`src/rtl/cgufdsync_mc.sv`:
```
`default_nettype none
// +----------------------------------------------------------------------+
// | cgufdsync_mc : multi-channel fractional clock-enable generator with   |
// | double-buffered dividers; CGUFDSYNC_MC_PHASE_EN adds phase preload.   |
// | Rev 1.0                                                               |
// +----------------------------------------------------------------------+
module cgufdsync_mc #(
  parameter int NCH    = 4,
  parameter int FDW    = 8,
  parameter int FD0RST = 0,
  parameter int FD2RST = (1 << FDW) - 1
) (
  input  logic               clk,
  input  logic               reset,
  input  logic               clk0en,
  input  logic               clk1en,
  input  logic [NCH*FDW-1:0] fd0,
  input  logic [NCH*FDW-1:0] fd2,
  input  logic [NCH-1:0]     chain,
  input  logic               fdload,
`ifdef CGUFDSYNC_MC_PHASE_EN
  input  logic [NCH*FDW-1:0] phase,
`endif
  output logic               fdbusy,
  output logic [NCH-1:0]     clk2en,
  output logic [NCH-1:0]     clk2en_atclk1
);

  localparam logic [FDW-1:0] c_fd0_rst = FDW'(FD0RST);
  localparam logic [FDW-1:0] c_fd2_rst = FDW'(FD2RST);
  localparam logic [FDW:0]   c_acc_one = (FDW+1)'(1);

  logic [NCH*FDW-1:0] r_fd0_act, r_fd2_act, r_fd0_shd, r_fd2_shd;
  logic [NCH-1:0]     r_chain_act, r_chain_shd;
  logic               r_busy;
  logic               w_commit;

  assign w_commit = r_busy & clk0en & clk1en & ~fdload;
  assign fdbusy   = r_busy;

  // Bit 0 of chain is stored as 0 so channel 0 always follows the root enable.
  always_ff @(posedge clk) begin
    if (reset) begin
      r_fd0_act   <= {NCH{c_fd0_rst}};
      r_fd2_act   <= {NCH{c_fd2_rst}};
      r_chain_act <= '0;
      r_fd0_shd   <= {NCH{c_fd0_rst}};
      r_fd2_shd   <= {NCH{c_fd2_rst}};
      r_chain_shd <= '0;
      r_busy      <= 1'b0;
    end else if (clk0en) begin
      if (fdload) begin
        r_fd0_shd   <= fd0;
        r_fd2_shd   <= fd2;
        r_chain_shd <= chain & ~NCH'(1);
        r_busy      <= 1'b1;
      end else if (w_commit) begin
        r_fd0_act   <= r_fd0_shd;
        r_fd2_act   <= r_fd2_shd;
        r_chain_act <= r_chain_shd;
        r_busy      <= 1'b0;
      end
    end
  end

`ifdef CGUFDSYNC_MC_PHASE_EN
  logic [NCH*FDW-1:0] r_phase_shd;

  always_ff @(posedge clk) begin
    if (reset) begin
      r_phase_shd <= '0;
    end else if (clk0en && fdload) begin
      r_phase_shd <= phase;
    end
  end
`endif

  for (genvar i = 0; i < NCH; i++) begin : g_ch
    logic [FDW:0] r_c0, r_acc, w_fd0, w_fd2, w_preload;
    logic         r_atclk1, w_prev, w_par, w_rdy0, w_rdy2, w_fire, w_adv, w_en;

    if (i == 0) begin : g_root
      assign w_prev = 1'b0;
    end else begin : g_link
      assign w_prev = g_ch[i-1].w_en;
    end

    assign w_fd0  = {1'b0, r_fd0_act[i*FDW +: FDW]};
    assign w_fd2  = {1'b0, r_fd2_act[i*FDW +: FDW]};
    assign w_par  = r_chain_act[i] ? w_prev : clk1en;
    assign w_rdy0 = (r_c0 == w_fd0);
    assign w_rdy2 = r_acc[FDW];
    assign w_fire = clk0en & w_par & w_rdy0 & w_rdy2 & ~w_commit;
    // Gear steps only on parent enables, making the rate relative to the parent.
    assign w_adv  = w_par & (~w_rdy2 | w_fire);
    assign w_en   = r_atclk1 & w_par & clk0en & ~w_commit;

`ifdef CGUFDSYNC_MC_PHASE_EN
    assign w_preload = {1'b0, r_phase_shd[i*FDW +: FDW]};
`else
    assign w_preload = '0;
`endif

    always_ff @(posedge clk) begin
      if (reset) begin
        r_c0     <= '0;
        r_acc    <= '0;
        r_atclk1 <= 1'b0;
      end else if (clk0en) begin
        if (w_commit) begin
          r_c0     <= '0;
          r_acc    <= w_preload;
          r_atclk1 <= 1'b0;
        end else begin
          if (w_fire) begin
            r_c0 <= '0;
          end else if (!w_rdy0) begin
            r_c0 <= r_c0 + c_acc_one;
          end
          if (w_adv) begin
            r_acc <= {1'b0, r_acc[FDW-1:0]} + w_fd2 + c_acc_one;
          end
          if (w_fire) begin
            r_atclk1 <= 1'b1;
          end else if (w_par) begin
            r_atclk1 <= 1'b0;
          end
        end
      end
    end

    assign clk2en[i]        = w_en;
    assign clk2en_atclk1[i] = r_atclk1;
  end

endmodule
`default_nettype wire
```
`config.mk`:
```
export PLATFORM = sky130hd
export DESIGN_NAME = cgufdsync_mc
export DESIGN_NICKNAME = d
export VERILOG_FILES = /design/src/rtl/cgufdsync_mc.sv
export SDC_FILE = /design/constraint.sdc
export NUM_CORES = 1
export LEC_CHECK = 0
export CAP_MARGIN = 20
export CELL_PAD_IN_SITES_DETAIL_PLACEMENT = 0
export CELL_PAD_IN_SITES_GLOBAL_PLACEMENT = 1
export CORE_ASPECT_RATIO = 0.5
export CORE_MARGIN = 10
export CORE_UTILIZATION = 47
export DETAILED_ROUTE_END_ITERATION = 12
export PLACE_DENSITY = 0.87
export SLEW_MARGIN = 30
export SYNTH_ARGS = -nofsm -noshare
export SYNTH_HDL_FRONTEND = slang
export SYNTH_SLANG_ARGS = --single-unit
```
`constraint.sdc`:
```
create_clock -name clk -period 4.4 [get_ports clk]
set_input_delay 0.88 -clock clk [delete_from_list [all_inputs] [get_ports clk]]
set_output_delay 0.88 -clock clk [all_outputs]
set_load 0.03 [all_outputs]
```
==> metrics.txt <==
outcome completed; final WL approximately 23000 um; post-CTS setup buffer count 0; final critical-path share of the clock period between 80% and 90%; DRC errors left 0; Reg clk slew, reported paths 0.06 ns; I/O Buffers 80; Multi-input gate area between 5000 and 6000 um2; via/cell ratio ~5.4; Final TNS setup 0 ns; count of different cell masters after synthesis between 50 and 60; Die W 223 um; final core occ between 50% and 60%; final critical-path required period between 3 and 4 ns; Clock Latency Late Sink roughly 0.5 ns; gr usage total between 10% and 20%; register area ~4200 um2; drt first pass iters 5; CTS tree done; clock sinks 211; chip height between 100 and 150 um; RD Place Congestion about 0.84; setup ws final around 0.5 ns; fillers about 1900; Initial DRC Count between 500 and 600; cts bufs inserted 21; Fmax about 0.26 GHz; Req. time, crit path 3.52 ns; WL/cell between 15 and 20 um; first-pass GRT wire length about 38000 um; Final Hold Fails 0; Synth warnings 0; Initial Util 48.7%; Worst setup EP type output port; # IOs between 80 and 90; vias in the first global route 7763; HPWL after DPL between 15000 and 20000 um; Core Region between 15000 and 20000 um2; pre-CTS WS roughly 0.53 ns; Pleak between 4 and 5 nW; Post-synth EDFFs 0; post-CTS sizing 0; #FFs+latches synth 211; largest net degree at the start of global routing 95; Most used DFF post-synth dfxtp_1; post-synthesis net count roughly 1300; die area 27000 um2; vias approximately 8000; clock root buffer clkbuf_16; Clock Path Buffers 3; asr flop ratio synth 0%; Final Net Count between 1000 and 1500; CP Max Fanout 7; final number of setup-violating endpoints 0; maxcap violations 0; worst slew pin tran about 0.74 ns; ANT cells 0; max_slew headroom approximately half; Power per Cell Area between 300 and 400 nW/um2; H-tree Lvls 1; initial antenna violation count 0; VDD IR-drop max about 0.00023 V; Antenna Violating Nets Remaining 0; Syn Inst Count between 1000 and 1500; hold crit path type flip-flop to flip-flop; row cnt 36; critical path class input port to output port; Crit path arrival time a little over 3 ns; type of origin of the critical path input port; share of layout cells above drive strength 1 under 10%; Netlist Area Pre-Place 9650 um2; syn_area_per_cell 8.06 um2; fin. max-slew vios 0; Fin Clk Skew 0.0118 ns; RSZ-0062 raised after global routing false; hold bufs inserted after CTS 0; sequential fraction of the synthesis area a little over two fifths; worst hold slack approximately 0.45 ns; area grow syn2layout 16.8%; Remaining Overflow, GRT 0
==> synth_stat cells, drive strengths merged (14+ instances only) <==
cell type	instances	share of area [%]
nand2	308	12
o21ai	42	2.2
buf	22	1.4
a21oi	113	5.9
clkbuf	51	2.0
dfxtp	211	44
xnor2	31	2.8
ha	36	4.7
nand3	76	3.9
o211ai	14	1.1
inv	25	0.97
xor2	19	1.7
nor2	57	2.2
mux2i	16	1.7
o21a	14	1.1
and3	19	1.2
==> cells by family (layout without fill, tap and decap cells) <==
| group | after synthesis | in the layout | synth area share [%] |
|---|---|---|---|
| buffers and inverters | 98 | 156 | 4.33 |
| xor gates and xnor gates | 50 | 50 | 4.54 |
| and+or+nand+nor | 541 | 541 | 25.1 |
| AOI/OAI and AO/OA | 242 | 242 | 15.1 |
| adders and majority gates | 40 | 40 | 5.50 |
| muxes | 16 | 16 | 1.66 |
| DFF | 211 | 211 | 43.8 |
==> flip-flops by register name, summed over array words and instances (netlist names) <==
register and cells:
g_ch.r_acc 36, g_ch.r_c0 36, r_fd0_act 32, r_fd0_shd 32, r_fd2_act 32, r_fd2_shd 32
g_ch.r_atclk1 4, r_chain_act 3, r_chain_shd 3, fdbusy 1
==> cells in the final DEF (no fill, tap or decap), types with 15 or more instances in the layout <==
| cell | synthesis | layout |
|---|---|---|
| mux2i_1 | 16 | 16 |
| clkbuf_16 | 0 | 21 |
| o21ai_0 | 42 | 42 |
| ha_1 | 36 | 36 |
| clkdlybuf4s50_1 | 0 | 79 |
| buf_4 | 9 | 15 |
| xor2_1 | 19 | 19 |
| inv_1 | 24 | 24 |
| nor2_1 | 56 | 56 |
| dfxtp_1 | 211 | 211 |
| and3_1 | 19 | 19 |
| a21oi_1 | 112 | 111 |
| nand3_1 | 76 | 76 |
| xnor2_1 | 31 | 31 |
| nand2_1 | 308 | 307 |
==> path summary, 6_finish.rpt <==
| check | start | to | slack [ns] | cells after the start |
|---|---|---|---|---|
| max reg2reg | fdbusy | g_ch[3].r_acc[6] | 1.85 | 8 |
| min | r_fd0_shd[25] | r_fd0_act[25] | 0.45 | 2 |
| max | fdload | clk2en[3] | 0.50 | 6 |
| min reg2reg | r_fd0_shd[25] | r_fd0_act[25] | 0.45 | 2 |
==> report_power, final <==
group	internal, mW	switching, mW	leakage, nW
clock	0.982	0.756	0.313
sequential	1.99	0.0483	1.72
combinational	0.271	0.329	2.42
==> through the flow <==
| stage | instance area [um2] | power (mW) | std cells |
|---|---|---|---|
| final | 11300 | 4.37 | 1522 |
| after global routing | 11300 | 4.58 | 1522 |
| after CTS | 11300 | 4.41 | 1522 |
| after detailed placement | 10600 | 2.67 | 1487 |
| after global placement | 10600 | 2.65 | 1487 |
| after floorplan | 9650 | 2.49 | 1198 |
==> worst max-delay path: stages <==
cell and delay [ns]:
clkdlybuf4s50_1 0.57, nand2b_4 0.22, a21boi_0 0.11, a311o_1 0.42, nor2_1 0.13, clkdlybuf4s50_1 0.69
==> layer usage <==
metal | vias up | part of all wire, % | wire length [um] | track usage [%]
met5 | - | 0 | 0 | 0
li1 | 4180 | - | - | -
met1 | 3843 | 50 | 11400 | 22.4
met2 | 160 | 44 | 10100 | 27.0
met4 | 0 | 1.6 | 366 | 3.57
met3 | 32 | 4.1 | 939 | 2.67
==> cell type report <==
type	count	area share, %
multi-input cells	889	44.7
flip-flops and latches	211	37.5
repair buffers	96	8.23
clock buffers	28	5.07
well taps	266	2.95
inverters	25	0.832
clock inverters	7	0.710
No activity file was read; power rests on OpenSTA's default activity.
